**config.mk**
```make
export PLATFORM = sky130hd
export DESIGN_NAME = window_fetch
export DESIGN_NICKNAME = d
export VERILOG_FILES = /design/src/rtl/sobel_pkg.sv /design/src/rtl/window_addr_gen.sv /design/src/rtl/window_fetch.sv
export SDC_FILE = /design/constraint.sdc
export NUM_CORES = 1
export LEC_CHECK = 0
export ABC_AREA = 1
export ABC_CLOCK_PERIOD_IN_PS = 8700
export BUFFER_PORTS_ARGS = -buffer_cell sky130_fd_sc_hd__buf_2
export CAP_MARGIN = 20
export CORE_MARGIN = 10
export CORE_UTILIZATION = 48
export DETAILED_ROUTE_END_ITERATION = 16
export PLACE_DENSITY = 0.68
export SLEW_MARGIN = 40
export SYNTH_ARGS = -nofsm -noshare
export SYNTH_HDL_FRONTEND = slang
export SYNTH_SLANG_ARGS = --single-unit
export TNS_END_PERCENT = 100
```
**constraint.sdc**
```tcl
create_clock -name clk -period 8.7 [get_ports clk]
set_input_delay 0.435 -clock clk [delete_from_list [all_inputs] [get_ports clk]]
set_output_delay 0.435 -clock clk [all_outputs]
set_load 0.02 [all_outputs]
```
**src/rtl/sobel_pkg.sv**
```systemverilog
// Shared constants and types for the Sobel pipeline stages.
package sobel_pkg;

  localparam int unsigned PIX_W     = 8;
  localparam int unsigned ADDR_W    = 20;
  localparam int unsigned DIM_W     = 10;
  localparam int unsigned DIM_X_W   = DIM_W + 1;
  localparam int unsigned WIN_DIM   = 3;
  localparam int unsigned WIN_PIX   = WIN_DIM * WIN_DIM;
  localparam int unsigned WIN_W     = WIN_PIX * PIX_W;
  localparam int unsigned PIX_IDX_W = 4;

  // Window slot indices: p = r*3 + c, p0 is top-left.
  localparam logic [PIX_IDX_W-1:0] PIX_FIRST       = 4'd0;
  localparam logic [PIX_IDX_W-1:0] PIX_SHIFT_FIRST = 4'd2;
  localparam logic [PIX_IDX_W-1:0] PIX_LAST        = 4'd8;
  localparam logic [PIX_IDX_W-1:0] PIX_STEP_FULL   = 4'd1;
  localparam logic [PIX_IDX_W-1:0] PIX_STEP_SHIFT  = 4'd3;

  typedef enum logic [1:0] {
    IDLE = 2'd0,
    READ = 2'd1,
    DONE = 2'd2
  } fetch_state_t;

  // Row offset of a window slot.
  function automatic logic [1:0] pix_row(input logic [PIX_IDX_W-1:0] p);
    case (p)
      4'd0, 4'd1, 4'd2: pix_row = 2'd0;
      4'd3, 4'd4, 4'd5: pix_row = 2'd1;
      4'd6, 4'd7, 4'd8: pix_row = 2'd2;
      default:          pix_row = 2'd0;
    endcase
  endfunction

  // Column offset of a window slot.
  function automatic logic [1:0] pix_col(input logic [PIX_IDX_W-1:0] p);
    case (p)
      4'd0, 4'd3, 4'd6: pix_col = 2'd0;
      4'd1, 4'd4, 4'd7: pix_col = 2'd1;
      4'd2, 4'd5, 4'd8: pix_col = 2'd2;
      default:          pix_col = 2'd0;
    endcase
  endfunction

endpackage

```
**src/rtl/window_addr_gen.sv**
```systemverilog
// Pixel address for window slot (r,c): base + (row+r)*width + (col+c), modulo 2^ADDR_W.
module window_addr_gen
  import sobel_pkg::*;
(
  input  logic [ADDR_W-1:0] base,
  input  logic [DIM_W-1:0]  width,
  input  logic [DIM_W-1:0]  row,
  input  logic [DIM_W-1:0]  col,
  input  logic [1:0]        r,
  input  logic [1:0]        c,
  output logic [ADDR_W-1:0] addr_c
);

  logic [DIM_X_W-1:0] row_x;
  logic [DIM_X_W-1:0] col_x;

  // Extend offsets one bit so row+r / col+c never wrap before the multiply.
  always_comb begin
    row_x  = DIM_X_W'(row) + DIM_X_W'(r);
    col_x  = DIM_X_W'(col) + DIM_X_W'(c);
    addr_c = base + ADDR_W'(row_x) * ADDR_W'(width) + ADDR_W'(col_x);
  end

endmodule

```
**src/rtl/window_fetch.sv**
```systemverilog
// Fetches the 3x3 Sobel neighbourhood from pixel memory, full window or one-column slide.
module window_fetch
  import sobel_pkg::*;
(
  input  logic              clk,
  input  logic              n_rst,
  input  logic              start_9_read,
  input  logic              start_shift,
  input  logic [ADDR_W-1:0] base_addr,
  input  logic [DIM_W-1:0]  img_width,
  input  logic [DIM_W-1:0]  row,
  input  logic [DIM_W-1:0]  col,
  output logic              mem_read,
  output logic [ADDR_W-1:0] mem_addr,
  input  logic [PIX_W-1:0]  mem_rdata,
  input  logic              mem_rvalid,
  output logic [WIN_W-1:0]  window,
  output logic              read_data_done,
  output logic              read_done,
  output logic              busy
);

  fetch_state_t state_q, state_d;

  logic                 mem_read_q, mem_read_d;
  logic [ADDR_W-1:0]    mem_addr_q, mem_addr_d;
  logic [WIN_W-1:0]     win_q, win_d;
  logic                 rdd_q, rdd_d;
  logic                 rd_q, rd_d;
  logic                 busy_q, busy_d;
  logic [PIX_IDX_W-1:0] pix_q, pix_d;
  logic                 shift_mode_q, shift_mode_d;
  logic [ADDR_W-1:0]    base_q, base_d;
  logic [DIM_W-1:0]     width_q, width_d;
  logic [DIM_W-1:0]     row_q, row_d;
  logic [DIM_W-1:0]     col_q, col_d;

  logic                 start_c;
  logic                 capture_c;
  logic                 last_c;
  logic [PIX_IDX_W-1:0] pix_next_c;

  logic [ADDR_W-1:0]    ag_base_c;
  logic [DIM_W-1:0]     ag_width_c;
  logic [DIM_W-1:0]     ag_row_c;
  logic [DIM_W-1:0]     ag_col_c;
  logic [PIX_IDX_W-1:0] ag_pix_c;
  logic [1:0]           ag_r_c;
  logic [1:0]           ag_c_c;
  logic [ADDR_W-1:0]    ag_addr_c;

  assign start_c    = start_9_read | start_shift;
  assign capture_c  = (state_q == READ) && mem_read_q && mem_rvalid;
  assign last_c     = (pix_q == PIX_LAST);
  assign pix_next_c = pix_q + (shift_mode_q ? PIX_STEP_SHIFT : PIX_STEP_FULL);

  // Address source: live ports for the first pixel, latched geometry afterwards.
  always_comb begin
    ag_base_c  = base_q;
    ag_width_c = width_q;
    ag_row_c   = row_q;
    ag_col_c   = col_q;
    ag_pix_c   = pix_next_c;
    if (state_q == IDLE) begin
      ag_base_c  = base_addr;
      ag_width_c = img_width;
      ag_row_c   = row;
      ag_col_c   = col;
      ag_pix_c   = start_9_read ? PIX_FIRST : PIX_SHIFT_FIRST;
    end
    ag_r_c = pix_row(ag_pix_c);
    ag_c_c = pix_col(ag_pix_c);
  end

  window_addr_gen u_addr_gen (
    .base   (ag_base_c),
    .width  (ag_width_c),
    .row    (ag_row_c),
    .col    (ag_col_c),
    .r      (ag_r_c),
    .c      (ag_c_c),
    .addr_c (ag_addr_c)
  );

  // FSM state register.
  always_ff @(posedge clk) begin
    if (!n_rst) state_q <= IDLE;
    else        state_q <= state_d;
  end

  // FSM next-state logic.
  always_comb begin
    state_d = state_q;
    case (state_q)
      IDLE:    if (start_c) state_d = READ;
      READ:    if (capture_c && last_c) state_d = DONE;
      DONE:    state_d = IDLE;
      default: state_d = IDLE;
    endcase
  end

  // Next values for the datapath and registered outputs.
  always_comb begin
    mem_read_d   = mem_read_q;
    mem_addr_d   = mem_addr_q;
    win_d        = win_q;
    rdd_d        = 1'b0;
    rd_d         = 1'b0;
    busy_d       = busy_q;
    pix_d        = pix_q;
    shift_mode_d = shift_mode_q;
    base_d       = base_q;
    width_d      = width_q;
    row_d        = row_q;
    col_d        = col_q;
    case (state_q)
      IDLE: begin
        if (start_c) begin
          base_d     = base_addr;
          width_d    = img_width;
          row_d      = row;
          col_d      = col;
          mem_read_d = 1'b1;
          mem_addr_d = ag_addr_c;
          busy_d     = 1'b1;
          if (start_9_read) begin
            pix_d        = PIX_FIRST;
            shift_mode_d = 1'b0;
          end else begin
            pix_d        = PIX_SHIFT_FIRST;
            shift_mode_d = 1'b1;
            for (int unsigned i = 0; i < WIN_DIM; i++) begin
              win_d[(i*WIN_DIM)*PIX_W +: PIX_W]     = win_q[(i*WIN_DIM+1)*PIX_W +: PIX_W];
              win_d[(i*WIN_DIM+1)*PIX_W +: PIX_W]   = win_q[(i*WIN_DIM+2)*PIX_W +: PIX_W];
            end
          end
        end
      end
      READ: begin
        if (capture_c) begin
          win_d[32'(pix_q)*PIX_W +: PIX_W] = mem_rdata;
          rdd_d = 1'b1;
          if (last_c) begin
            mem_read_d = 1'b0;
            rd_d       = 1'b1;
          end else begin
            pix_d      = pix_next_c;
            mem_addr_d = ag_addr_c;
          end
        end
      end
      DONE: begin
        busy_d = 1'b0;
      end
      default: begin
        mem_read_d = 1'b0;
        busy_d     = 1'b0;
      end
    endcase
  end

  // Datapath and output registers.
  always_ff @(posedge clk) begin
    if (!n_rst) begin
      mem_read_q   <= 1'b0;
      mem_addr_q   <= '0;
      win_q        <= '0;
      rdd_q        <= 1'b0;
      rd_q         <= 1'b0;
      busy_q       <= 1'b0;
      pix_q        <= '0;
      shift_mode_q <= 1'b0;
      base_q       <= '0;
      width_q      <= '0;
      row_q        <= '0;
      col_q        <= '0;
    end else begin
      mem_read_q   <= mem_read_d;
      mem_addr_q   <= mem_addr_d;
      win_q        <= win_d;
      rdd_q        <= rdd_d;
      rd_q         <= rd_d;
      busy_q       <= busy_d;
      pix_q        <= pix_d;
      shift_mode_q <= shift_mode_d;
      base_q       <= base_d;
      width_q      <= width_d;
      row_q        <= row_d;
      col_q        <= col_d;
    end
  end

  assign mem_read       = mem_read_q;
  assign mem_addr       = mem_addr_q;
  assign window         = win_q;
  assign read_data_done = rdd_q;
  assign read_done      = rd_q;
  assign busy           = busy_q;

endmodule

```
==> flow_results.org <==
** Outcome
- Result of the run :: complete, no violations

** CTS
- PostCTS Resize Cnt :: 0
- CTS placed an instance of clkbuf_16 at the clock tree root.
- The H-tree was split into 4 levels.
- Clock buffer depth :: 2
- The later pin in the worst-skew pair is clocked with a latency of roughly 0.44 ns.
- Buffers inserted to repair hold after CTS numbered 0.
- Clock-pin slew was measured on the worst setup and hold paths at ~0.080 ns.
- Clock tree synthesis inserted a total of 17 buffers.
- For this design, the sink count on the clock tree is roughly 150.
- TritonCTS clock tree :: done
- Setup Fix Bufs, Post-CTS :: 0

** Hold path
- Endpoint with the worst hold slack :: base_q[9]
- Hold Path Cell Cnt :: 3
- Classification of the worst-slack hold path :: in2reg
- Worst Hold Launch :: base_addr[9]

** Setup path
- The most critical setup path has its startpoint at pix_q[0].
- On the worst path, the slowest cell contributes a delay of 0.56 ns.
- In this run the worst path has a maximum fanout of 16.
- The worst setup path is captured at a flip-flop.
- Endpoint of the most critical register-to-register path :: mem_addr[19]
- The setup path with the least slack is of type reg2reg.
- Reg2Reg Depth :: 40
- Arrival time worst endpoint :: ~8.3 ns
- The largest individual stage delay along the critical path comes from the cell fa_1.
- The most numerous cell type found on the critical path is inv_1.
- Critical Path RT :: just over 9 ns
- Beginning of the worst register-to-register path :: pix_q[0]
- STA classifies the critical path startpoint as a flip-flop.
- In this run the register-to-register setup slack is between 0.7 and 0.8 ns.

** Placed design
- HPWL after DPL :: just under 30000 µm
- Once placement finished, the instance area stood at around 0.013 mm².
- Buffers placed on the I/O ports in this run total between 150 and 200.
- The congestion estimate from routability-driven global placement came to ~1.

** GRT
- GRT Residual Overflow :: 0
- The via count of the first global-routing pass came to between 10000 and 15000.
- Pin count of the biggest net entering global routing :: 80
- Global-route wire length before repair :: 59800 µm
- Antenna violations before repair :: 4
- Global-route usage over all layers :: 24.1%

** Power and ir drop
- Total power :: around 0.0064 W
- Dividing total power by cell area gives a power density of ~470 mW/mm².
- Across the VDD grid, the largest voltage drop is 0.634 mV.
- In this run the static leakage power is 6.73 nW.

** Logic synthesis
- Proportion of synthesized flip-flops having asynchronous set or reset :: 0%
- Number of unique standard cell types used by synthesis :: 40
- Cell count after synthesis :: approximately 1600
- Net count after synthesis :: between 1500 and 2000
- The share of the Yosys chip area taken by registers is between 20% and 30%.
- The synthesized design contains 0 enable-type register cells.
- During synthesis, Yosys emitted a total of 0 warnings.
- Register bit total from synthesis :: between 150 and 200
- Post-synthesis instance area :: between 0.01 and 0.015 mm²
- In the synthesized netlist the dominant register cell turns out to be dfxtp_1.
- A synthesized cell averages about 7.2 µm².

** Floorplanning
- For this design the top-level I/O count stands at between 150 and 200.
- Die Width :: between 150 and 200 µm
- Die outline area :: around 0.031 mm²
- Placeable Area :: roughly 0.024 mm²
- Starting density of the core :: about half
- Number of placement rows :: 57
- Height of the die :: 177 µm

** Timing
- Count of endpoints failing hold in the final timing report :: 0
- Setup repair after global routing missed its margin :: false
- Setup TNS :: 0 ns
- The count of final max-slew check failures was 0.
- Final setup violation count :: 0
- On the final layout, the worst hold slack is approximately 0.26 ns.
- Based on the critical path, the design can be clocked at up to approximately 130 MHz.
- The worst pin sits at a relative slew slack of roughly 45%.
- Post-route fraction of the period consumed by the critical path :: about nine tenths
- Min cycle time layout :: around 7.9 ns
- Clock tree skew after final layout :: ~0.016 ns
- Transition at the pin with the smallest max-transition slack :: between 0.8 and 0.9 ns

** Routing
- Detailed-router iteration count before antenna repair :: 5
- Number of violations reported at the end of detailed-routing iteration 0 :: 702
- Number of design rule violations left after detail routing :: 0
- In the final routed layout, each cell accounts on average for 17.5 µm.
- Detailed routing inserted a total of between 10000 and 15000 vias.
- Detailed-route wire length :: approximately 37000 µm
- Via/cell ratio :: around 5.3
- The detail route stage leaves a number of antenna-violating nets equal to 0.

** Final layout
- Final instance area :: approximately 0.013 mm²
- Utilization after layout :: a little under three fifths
- From synthesis to final layout, the design area changed by 14.1%.
- Share of post-route cells with drive strength above 1 :: approximately an eighth
- Number of nets at the end of the flow :: approximately 2000
- Number of filler instances in the final layout :: about 2400

** Job
- Max-cap violations in this run came to 0.
==> critical path: cells and delay by family, from the launching register on <==
kind / cells / cell delay, ns
fa+ha+maj: 9 / 3.99
simple gates: 18 / 1.93
buf+inv: 10 / 1.02
compound gates: 3 / 0.60
flops: 1 / 0.31
==> metrics by stage <==
stage                     std cells  setup slack, ns
after floorplan                1646             1.49
after global placement         2080             1.08
after detailed placement       2080            0.849
after CTS                      2111            0.808
after global routing           2113           0.0931
final                          2115            0.785
==> cells in the mapped netlist, types with 7 or more instances <==
cell | number | area share [%]
nor3_1 | 13 | 0.55
clkbuf_1 | 34 | 1.1
dfxtp_1 | 153 | 26
inv_1 | 290 | 9.2
o22ai_1 | 19 | 1.0
a41oi_1 | 7 | 0.52
fa_1 | 102 | 17
xor2_1 | 7 | 0.52
nor2_1 | 243 | 7.7
o21ai_0 | 165 | 7.0
mux2i_1 | 10 | 0.85
nand3_1 | 47 | 2.0
nand2_1 | 280 | 8.9
buf_2 | 18 | 0.76
nand4_1 | 7 | 0.37
a211oi_1 | 29 | 1.8
ha_1 | 64 | 6.8
a21oi_1 | 102 | 4.3
==> layout make-up <==
cell class                      instances  area, µm²  share of cell area (%)
Tap cell                              324        405                    3.01
Antenna cell                            2       5.00                  0.0371
Timing Repair Buffer                  169        901                    6.68
Clock inverter                         14        154                    1.14
Inverter                              299       1120                    8.32
Multi-Input combinational cell       1137       7410                    55.0
Sequential cell                       153       3060                    22.7
Clock buffer                           17        425                    3.15
==> cell families (layout without fill, tap and decap cells) <==
group,Yosys count,after routing,synth area share [%]
buffers and inverters,356,499,11.6
AND/OR/NAND/NOR,606,606,20.7
flip-flops,153,153,25.9
AO/OA/AOI/OAI,346,346,16.3
other,0,2,0
XOR/XNOR,9,9,0.667
adder cells (fa/ha/maj),166,166,24.0
multiplexers,10,10,0.846
==> worst max-delay path by stage <==
stage                         to  slack (ns)  depth (start not counted)
floorplan           mem_addr[19]        1.49                         41
CTS                 mem_addr[19]        0.81                         39
finish              mem_addr[19]        0.79                         40
global placement    mem_addr[14]        1.08                         38
global route        mem_addr[19]        0.09                         39
detailed placement  mem_addr[19]        0.85                         39
==> cell usage in the layout (no fill, tap or decap), types with 4 or more instances in the layout <==
| master | instances |
|---|---|
| inv_1 | 289 |
| nand2_1 | 279 |
| nor2_1 | 243 |
| o21ai_0 | 164 |
| buf_2 | 158 |
| dfxtp_1 | 153 |
| a21oi_1 | 102 |
| fa_1 | 102 |
| ha_1 | 64 |
| nand3_1 | 47 |
| a211oi_1 | 29 |
| o22ai_1 | 19 |
| clkbuf_16 | 17 |
| nor3_1 | 11 |
| mux2i_1 | 10 |
| buf_4 | 9 |
| nand4_1 | 7 |
| o21ai_2 | 7 |
| xor2_1 | 7 |
| a41oi_1 | 7 |
| inv_2 | 6 |
| inv_6 | 5 |
| inv_8 | 5 |
| o21ai_1 | 4 |
| a21o_1 | 4 |
| clkinv_1 | 4 |
==> routing by layer <==
metal	global-route usage, %	up-vias	share of wire [%]	routed length [µm]
li1	-	5465	-	-
met1	27.6	5313	40	14800
met2	42.7	379	50	18700
met3	4.89	80	6.1	2250
met4	9.95	4	3.5	1300
met5	0	-	0.065	24
==> power breakdown <==
group | switching (W) | internal [W] | total [W]
combinational | 0.00311 | 0.00164 | 0.00475
clock | 0.000358 | 0.000407 | 0.000766
sequential | 0.0000459 | 0.000808 | 0.000854
total | 0.00352 | 0.00285 | 0.00637
==> flip-flops by register name (all words and copies together), names as in the netlist <==
| signal | cells |
|---|---|
| base_q | 20 |
| busy | 1 |
| col_q | 10 |
| mem_addr | 20 |
| mem_read | 1 |
| pix_q | 4 |
| read_data_done | 1 |
| read_done | 1 |
| row_q | 10 |
| shift_mode_q | 1 |
| state_q | 2 |
| width_q | 10 |
| window | 72 |
(Power assumes the default switching activity.)
